$ cat src/rtl/board_scanner.sv
// board_scanner: snapshots an 81-cell board and streams it out one cell per
// accepted transfer in row-major order. At the end of each frame it reports
// a per-frame summary: solved, has_error and revealed_count.
//
// Handshake: cell_valid/cell_ready. A transfer happens on a rising clock edge
// where cell_valid=1 and cell_ready=1. Once cell_valid is high, the row, col,
// digit and status outputs hold until that transfer. A stall may last any
// number of cycles. cell_valid never drops without a transfer, except on
// reset.
module board_scanner #(
    parameter bit         AUTO_RESTART = 1'b0,
    parameter logic [3:0] HIDDEN_DIGIT = 4'd0
) (
    input  logic         clk,
    input  logic         reset,
    input  logic         start,
    input  logic [323:0] board,
    input  logic [161:0] visibilities,
    input  logic         cell_ready,
    output logic         cell_valid,
    output logic [3:0]   cell_row,
    output logic [3:0]   cell_col,
    output logic [3:0]   cell_digit,
    output logic [1:0]   cell_status,
    output logic         busy,
    output logic         frame_done,
    output logic         solved,
    output logic         has_error,
    output logic [6:0]   revealed_count,
    output logic [1:0]   dbg_state
);

    typedef enum logic [1:0] {
        ST_IDLE = 2'd0,
        ST_SEND = 2'd1,
        ST_DONE = 2'd2
    } state_t;

    state_t         r_state;
    logic [323:0]   r_snap_board;
    logic [161:0]   r_snap_vis;
    logic [3:0]     r_row;
    logic [3:0]     r_col;
    logic [6:0]     r_idx;        // linear index 9*row+col, kept to avoid a multiplier
    logic [6:0]     r_count;      // running count of revealed cells
    logic           r_err;        // running "saw an error cell" flag
    logic           r_valid;
    logic [3:0]     r_digit;
    logic [1:0]     r_status;
    logic           r_frame_done;
    logic           r_solved;
    logic           r_has_error;
    logic [6:0]     r_revealed;

    logic           w_xfer;
    logic           w_last;
    logic           w_begin;
    logic [6:0]     w_fetch_idx;
    logic [3:0]     w_fetch_digit;
    logic [1:0]     w_fetch_status;
    logic [6:0]     w_count_next;
    logic           w_err_next;

    // Error and revealed cells show their number; hidden and cursor cells do not.
    function automatic logic [3:0] shown_digit(input logic [1:0] st, input logic [3:0] dg);
        return st[1] ? dg : HIDDEN_DIGIT;
    endfunction

    assign w_xfer  = r_valid & cell_ready;
    assign w_last  = (r_row == 4'd8) && (r_col == 4'd8);
    // A new frame starts from IDLE on start, or straight out of DONE when auto-restarting.
    assign w_begin = ((r_state == ST_IDLE) && start) || ((r_state == ST_DONE) && AUTO_RESTART);

    // Next cell to present. It is forced to 0 on the last cell so the select stays in range.
    assign w_fetch_idx    = w_last ? 7'd0 : (r_idx + 7'd1);
    assign w_fetch_digit  = r_snap_board[{w_fetch_idx, 2'b00} +: 4];
    assign w_fetch_status = r_snap_vis[{w_fetch_idx, 1'b0} +: 2];

    // The running totals include the cell being transferred this cycle.
    assign w_count_next = r_count + {6'd0, (r_status == 2'b11)};
    assign w_err_next   = r_err | (r_status == 2'b10);

    // Scan FSM: snapshot on frame start, then step through cells on transfers and publish the summary at the end.
    always_ff @(posedge clk or negedge reset) begin
        if (!reset) begin
            r_state      <= ST_IDLE;
            r_snap_board <= '0;
            r_snap_vis   <= '0;
            r_row        <= 4'd0;
            r_col        <= 4'd0;
            r_idx        <= 7'd0;
            r_count      <= 7'd0;
            r_err        <= 1'b0;
            r_valid      <= 1'b0;
            r_digit      <= 4'd0;
            r_status     <= 2'b00;
            r_frame_done <= 1'b0;
            r_solved     <= 1'b0;
            r_has_error  <= 1'b0;
            r_revealed   <= 7'd0;
        end else begin
            r_frame_done <= 1'b0;
            case (r_state)
                ST_IDLE, ST_DONE: begin
                    if (w_begin) begin
                        r_snap_board <= board;
                        r_snap_vis   <= visibilities;
                        r_row        <= 4'd0;
                        r_col        <= 4'd0;
                        r_idx        <= 7'd0;
                        r_count      <= 7'd0;
                        r_err        <= 1'b0;
                        r_valid      <= 1'b1;
                        r_digit      <= shown_digit(visibilities[1:0], board[3:0]);
                        r_status     <= visibilities[1:0];
                        r_state      <= ST_SEND;
                    end else begin
                        r_state <= ST_IDLE;
                    end
                end
                ST_SEND: begin
                    if (w_xfer) begin
                        r_count <= w_count_next;
                        r_err   <= w_err_next;
                        if (w_last) begin
                            r_valid      <= 1'b0;
                            r_frame_done <= 1'b1;
                            r_solved     <= (w_count_next == 7'd81);
                            r_has_error  <= w_err_next;
                            r_revealed   <= w_count_next;
                            r_state      <= ST_DONE;
                        end else begin
                            r_idx    <= w_fetch_idx;
                            r_digit  <= shown_digit(w_fetch_status, w_fetch_digit);
                            r_status <= w_fetch_status;
                            if (r_col == 4'd8) begin
                                r_col <= 4'd0;
                                r_row <= r_row + 4'd1;
                            end else begin
                                r_col <= r_col + 4'd1;
                            end
                        end
                    end
                end
                default: begin
                    r_state <= ST_IDLE;
                end
            endcase
        end
    end

    assign cell_valid     = r_valid;
    assign cell_row       = r_row;
    assign cell_col       = r_col;
    assign cell_digit     = r_digit;
    assign cell_status    = r_status;
    assign busy           = (r_state != ST_IDLE);
    assign frame_done     = r_frame_done;
    assign solved         = r_solved;
    assign has_error      = r_has_error;
    assign revealed_count = r_revealed;
    assign dbg_state      = r_state;

endmodule

$ cat config.mk
export PLATFORM = sky130hd
export DESIGN_NAME = board_scanner
export DESIGN_NICKNAME = d
export VERILOG_FILES = /design/src/rtl/board_scanner.sv
export SDC_FILE = /design/constraint.sdc
export NUM_CORES = 1
export LEC_CHECK = 0
export ABC_AREA = 1
export BUFFER_PORTS_ARGS = -buffer_cell sky130_fd_sc_hd__clkbuf_2
export CORE_MARGIN = 2
export CORE_UTILIZATION = 60
export DETAILED_ROUTE_END_ITERATION = 10
export MAX_ROUTING_LAYER = met4
export PLACE_DENSITY = 0.85
export SYNTH_ARGS = -nofsm -noshare
export SYNTH_HDL_FRONTEND = slang
export SYNTH_SLANG_ARGS = --single-unit
$ cat constraint.sdc
create_clock -name clk -period 5.5 [get_ports clk]
set_input_delay 0.55 -clock clk [delete_from_list [all_inputs] [get_ports clk]]
set_output_delay 0.55 -clock clk [all_outputs]
set_load 0.005 [all_outputs]
# Word-level counts from Yosys, hierarchy flattened
# Index checks and enable logic that the tools add are counted.
# totals
out_inout_bits	28
ff_bits	528
in_bits	490
word_cells	88
# op_classes
bitwise_logic	2
n_shift	2
add_sub_neg	4
n_eq_ne	12
reduce_logical	13
mux	40
# op_table
operator	n
324-bit by 10-bit variable part select with 4-bit output	1
162-bit by 9-bit variable part select with 2-bit output	1
4-bit 2-to-1 mux	12
7-bit 2-to-1 mux	5
7-bit case mux with 2 select lines	2
4-bit case mux with 2 select lines	3
2-bit 2-to-1 mux	5
2-bit != test, second input constant	5
1-bit 2-to-1 mux	9
4-bit by 1-bit adder with 4-bit output, second input constant	2
4-bit == test, second input constant	2
2-bit case mux with 2 select lines	2
4-bit AND reduction	2
7-bit by 1-bit adder with 7-bit output	1
7-bit by 1-bit adder with 7-bit output, second input constant	1
7-bit == test, second input constant	1
2-bit == test, second input constant	3
3-bit AND reduction	2
5-bit AND reduction	1
1-bit case mux with 2 select lines	2
2-bit AND reduction	2
2-bit nonzero test	2
2-bit by 1-bit == test with 1-bit output, second input constant	1
1-bit logical AND	2
other kinds (4)	4

# Longest topological paths before layout
# logic_depth
ltp_word	8
ltp_mapped	19
ltp_nobuf	18

# Worst setup path before layout
# Ideal clock, no wire load.
# synth_timing
path_type	register to register
startpoint	register r_row[0] (netlist: cell_row[0])
endpoint	register r_status[0] (netlist: cell_status[0])
arrival_time_ps	2029
period_less_slack_ps	2150
path_stages_with_launch	18
required_time_ps	5380
path_slack_ps	3350
path_buffers	2
setup_time_ps	120
cell_sequence	dfrtp_1 inv_1 ha_1 nand3_2 nor2_4 nor2_1 buf_2 buf_2 o211ai_1 o21ai_0 nand2_1 nand3_1 nand3_1 nand2_1 nand2_1 nand2_1 o21ai_1 nand2_1
# synth_via
elab_chain_cells	7
elab_cells_between_ends	9
cone_classes	2 x eq/ne; 1 x shift; 4 x mux; 2 x reduce/logical
# synth_lines
element	line	source
start: declaration	42	logic [3:0] r_row;
start signal: assignment	138	r_row <= r_row + 4'd1;
4-bit == test *	70	assign w_last = (r_row == 4'd8) && (r_col == 4'd8);
1-bit logical AND *	70	
7-bit 2-to-1 mux	75	assign w_fetch_idx = w_last ? 7'd0 : (r_idx + 7'd1);
162-bit by 9-bit variable part select with 2-bit output	77	assign w_fetch_status = r_snap_vis[{w_fetch_idx, 1'b0} +: 2];
2-bit 2-to-1 mux	125	if (w_last) begin
2-bit 2-to-1 mux	122	if (w_xfer) begin
2-bit case mux with 2 select lines	103	case (r_state)
end signal: assignment	115	r_status <= visibilities[1:0];
end signal: assignment	135	r_status <= w_fetch_status;
end: declaration	49	logic [1:0] r_status;
# Every way passes the cells marked *; elsewhere a longest branch is shown, timed or not. The select of a mux whose other input is x is not followed.
# A chain may end at the register's enable or synchronous reset.

# Worst setup path after layout
# layout_timing
startpoint	register r_col[0] (netlist: cell_col[0])
endpoint	register r_digit[3] (netlist: cell_digit[3])
# layout_via
elab_chain_cells	8
elab_cells_between_ends	11
cone_classes	2 x eq/ne; 2 x shift; 5 x mux; 2 x reduce/logical
# layout_lines
element	line	source
start: declaration	43	logic [3:0] r_col;
start signal: assignment	140	r_col <= r_col + 4'd1;
4-bit == test *	70	
1-bit logical AND *	70	
7-bit 2-to-1 mux	75	
324-bit by 10-bit variable part select with 4-bit output or 162-bit by 9-bit variable part select with 2-bit output (tied branches)	76, 77	
4-bit 2-to-1 mux	66	return st[1] ? dg : HIDDEN_DIGIT;
4-bit 2-to-1 mux	125	
4-bit 2-to-1 mux	122	
4-bit case mux with 2 select lines	103	
end signal: assignment	114	r_digit <= shown_digit(visibilities[1:0], board[3:0]);
end signal: assignment	134	r_digit <= shown_digit(w_fetch_status, w_fetch_digit);
end: declaration	48	logic [3:0] r_digit;
# Marked as above.

==> results.md <==
Worst setup path:
- The master of the slowest instance on the critical path is sky130_fd_sc_hd__inv_4.
- The worst setup path is launched from a register.
- The setup slack of the worst register-to-register path is 1630 ps.
- The worst setup path is captured at a register.
- The maximum single-stage delay on the critical path is between 700 and 800 ps.
- Along the worst path, the maximum fanout reaches a little over 70.
- The count of buffering cells on the critical path with inverters included is 3.
- The arrival time of the worst setup path is ~4400 ps.
- The cell family contributing the most delay on the critical path is simple AND/OR/NAND/NOR gates.
- Traced cell by cell, the critical path runs through inv_1 -> ha_1 -> nand2_1 -> nor2_2 -> nand2_4 -> nand2_4 -> inv_4 -> buf_4 -> o211ai_1 -> nand3_1 -> nand3_1 -> nand2_1 -> nand2_1 -> nand3_1 -> nand3_1 -> nand3_1 -> a21oi_1.
- STA puts the critical path data required time at 5990 ps.
- The most repeated library cell on the critical path is sky130_fd_sc_hd__nand3_1.
- The critical path class is register to register.

Timing:
- For the final database, setup skew stands at approximately 24 ps.
- After layout, the worst path uses between 70% and 80% of the clock period.
- Setup violations remaining at the end of the flow were counted as 0.
- The final worst hold slack is between 10 and 15 ps.
- The number of pins exceeding their max-slew limit in the final report was 0.
- Summed over all failing endpoints, the final setup total negative slack is 0 ps.
- At the pin with the least slew margin, the transition time is about 1000 ps.
- The total count of hold-check failures in the final report is 0.
- The worst path needs 3874 ps of the cycle, external delays included.
- Based on the critical path, the design can be clocked at up to 0.2581 GHz.
- Measured against its own limit, the worst slew margin works out to approximately 31%.
- The final worst-path setup slack is approximately 1600 ps.
- Setup repair after global routing left no endpoint under its margin.

Placement:
- At the end of routability-driven placement, the weighted congestion stood at ~0.94.
- The wire-length estimate of the detail-placed layout is approximately 54 mm.
- The number of buffers added on ports is 517.
- The cell area after placement is ~0.028 mm².
- Once placement completed, the tool counted placed cells totaling 4200.
- Before CTS, the worst setup slack after placement is around 1800 ps.

GRT:
- The number of global-route vias before repair is about 23000.
- The number of antenna violations at the first check in global routing is 6.
- The first-pass GRT wire length is about 130 mm.
- The final global-route overflow total is 0.
- Global routing used 38.41% of the available tracks.
- Entering global routing, the biggest net connects 230 pins.

Synth:
- The largest area contributor in the netlist is sky130_fd_sc_hd__dfrtp_1.
- The post-synthesis cell count is roughly 3300.
- The netlist uses 37 different library cells.
- The number of nets in the synthesized netlist is between 3000 and 4000.
- The cell area that synthesis handed to floorplanning was 0.02523 mm².
- Ranked by total cell area, the synthesized netlist is headed by sky130_fd_sc_hd__dfrtp_1 (52%), sky130_fd_sc_hd__nand2_1 (23%), sky130_fd_sc_hd__nand3_1 (7.2%).
- The Yosys warning count is 0.
- The area fraction of the dominant cell type after synthesis is a little over half.
- The post-synthesis sequential area ratio is ~52%.
- Averaged over all synthesized cells, the footprint is roughly 7.6 µm².
- After synthesis the netlist holds a flip-flop and latch count of 528.

Clock network:
- The register clock-pin slew on the reported worst setup and hold paths is ~60 ps.
- The clock tree from TritonCTS is yes.
- The TritonCTS buffer count is 54.
- The H-tree was split into 2 levels.
- The count of clock tree sinks is around 530.
- The clock tree root buffer cell is sky130_fd_sc_hd__clkbuf_16.
- Clock latency on the worst-skew pair, taken at its later pin, is 620 ps.
- Hold repair after CTS inserted 0 buffers.
- The longest clock path from root to sink contains 3 buffers.
- The number of setup buffers added after CTS is 0.
- Gates resized during post-CTS repair numbered 0.

Detailed routing:
- In the routed design, unresolved DRC markers number 0.
- The final routed wire length divided by cell count is between 15 and 20 µm.
- The number of vias per cell is around 5.6.
- The detailed-route via count is between 20000 and 25000.
- The pre-antenna-repair detailed-routing pass consisted of 6 iterations.
- The post-route antenna net violation count is 0.
- The violation count after the first detailed-route iteration is 2592.
- The final layout contains routed wiring with a total length of a little over 80 mm.

Layout:
- After routing the design area is 0.02967 mm².
- At the end of the flow the core is filled with cells to a little under three quarters.
- The number of nets in the layout is between 4000 and 5000.
- Leaving out filler cells and counting taps, the final layout contains approximately 4300.
- Cells with a size suffix above 1 make up between 10% and 20% of the layout.
- The leading cell type in the layout, fill and taps excluded is sky130_fd_sc_hd__nand2_1.
- The top cell types in the final layout, fill and taps aside, are sky130_fd_sc_hd__nand2_1 (1534), sky130_fd_sc_hd__dfrtp_1 (527), sky130_fd_sc_hd__clkbuf_2 (516).
- From synthesis to final layout, the design area changed by 17.62%.

Die:
- The initialized floorplan defines 75 standard-cell rows.
- The core region is 0.04176 mm².
- During I/O placement, the number of pins put on the boundary was between 500 and 600.
- The y dimension of the die is between 200 and 250 µm.
- The floorplan die width is between 200 and 250 µm.
- For this configuration, the core starts out at a cell density of between 60% and 70%.
- The floorplan step defined a die boundary enclosing 0.04370 mm².

Pwr:
- The standby leakage power is ~16 nW.
- The design draws roughly 18 mW.
- VDD sags by at most 0.4236 mV.
- For this design the ratio of total power to cell area is a little over 600 mW/mm².

Outcome:
- The run finished with clean final reports.

Hold path:
- The worst min-delay path class is input port to asynchronous set/reset pin.

Run:
- The tool flagged a number of max-cap violations equal to 0.
==> Yosys cell counts (all sizes together) <==
cell type	number
nand2	1541
dfrtp	528
nand3	367
inv	250
o21ai	244
clkbuf	126
buf	87
o211ai	58
nor2	51
a21oi	20
o22ai	13
o221ai	9
ha	7
nor3	7
nand4	4
o2111ai	4
xor2	4
o41ai	2
or2	2
a22oi	1
a31oi	1
clkinv	1
nand3b	1
nor3b	1
o21a	1
o31ai	1
==> flip-flops by register name, summed over array words and instances, names as in the netlist <==
signal	flops
r_snap_board	324
r_snap_vis	162
r_count	7
r_idx	7
revealed_count	7
cell_col	4
cell_digit	4
cell_row	4
cell_status	2
dbg_state	2
cell_valid	1
frame_done	1
has_error	1
r_err	1
solved	1
==> layout make-up <==
| cell class | instances | area, µm² |
|---|---|---|
| inverters | 251 | 952.2 |
| multi-input cells | 2339 | 10140 |
| flip-flops and latches | 528 | 13210 |
| fillers | 3347 | 12080 |
| clock inverters | 18 | 190.2 |
| diodes | 6 | 15.01 |
| repair buffers | 543 | 2880 |
| clock buffers | 82 | 1607 |
| well taps | 539 | 674.4 |
==> path summary, 6_finish.rpt <==
| kind | start | endpoint | depth (start not counted) |
|---|---|---|---|
| hold reg to reg | r_snap_vis[82] | r_snap_vis[82] | 2 |
| max in group asynchronous | reset | r_snap_vis[49] | 2 |
| min in group clk | board[207] | r_snap_board[207] | 3 |
| setup reg to reg | cell_col[0] | cell_digit[3] | 17 |
| hold / removal | reset | r_snap_board[53] | 1 |
| setup / recovery | cell_col[0] | cell_digit[3] | 17 |
==> where the power goes <==
group	switching, mW	internal [mW]	leakage (nW)
combinational	5.33	2.65	8.33
sequential	0.926	5.68	6.53
clock	1.57	2.16	0.891
total	7.82	10.5	15.8
==> worst reg2reg max path, cell delays in order, from the launching register on <==
cell and delay [ps]:
sky130_fd_sc_hd__dfrtp_1 420, sky130_fd_sc_hd__inv_1 60, sky130_fd_sc_hd__ha_1 220, sky130_fd_sc_hd__nand2_1 80, sky130_fd_sc_hd__nor2_2 50, sky130_fd_sc_hd__nand2_4 420
sky130_fd_sc_hd__nand2_4 350, sky130_fd_sc_hd__inv_4 750, sky130_fd_sc_hd__buf_4 480, sky130_fd_sc_hd__o211ai_1 160, sky130_fd_sc_hd__nand3_1 100, sky130_fd_sc_hd__nand3_1 70
sky130_fd_sc_hd__nand2_1 110, sky130_fd_sc_hd__nand2_1 80, sky130_fd_sc_hd__nand3_1 160, sky130_fd_sc_hd__nand3_1 90, sky130_fd_sc_hd__nand3_1 90, sky130_fd_sc_hd__a21oi_1 70
==> cell families after synthesis <==
| logic type | Yosys count | share of synthesized area (%) |
|---|---|---|
| flip-flops | 528 | 52.37 |
| buffers and inverters | 464 | 7.563 |
| AO/OA/AOI/OAI | 354 | 7.920 |
| AND/OR/NAND/NOR | 1974 | 31.66 |
| adder cells (fa/ha/maj) | 7 | 0.3471 |
| XOR/XNOR | 4 | 0.1388 |
==> per-layer routing <==
| layer | track usage (%) | wire length (µm) |
|---|---|---|
| met4 | 20.39 | 4774 |
| met2 | 56.90 | 36350 |
| met3 | 6.778 | 7239 |
| met1 | 50.99 | 32300 |
| met5 | - | 0 |
Power figures use the tool's default switching activity.
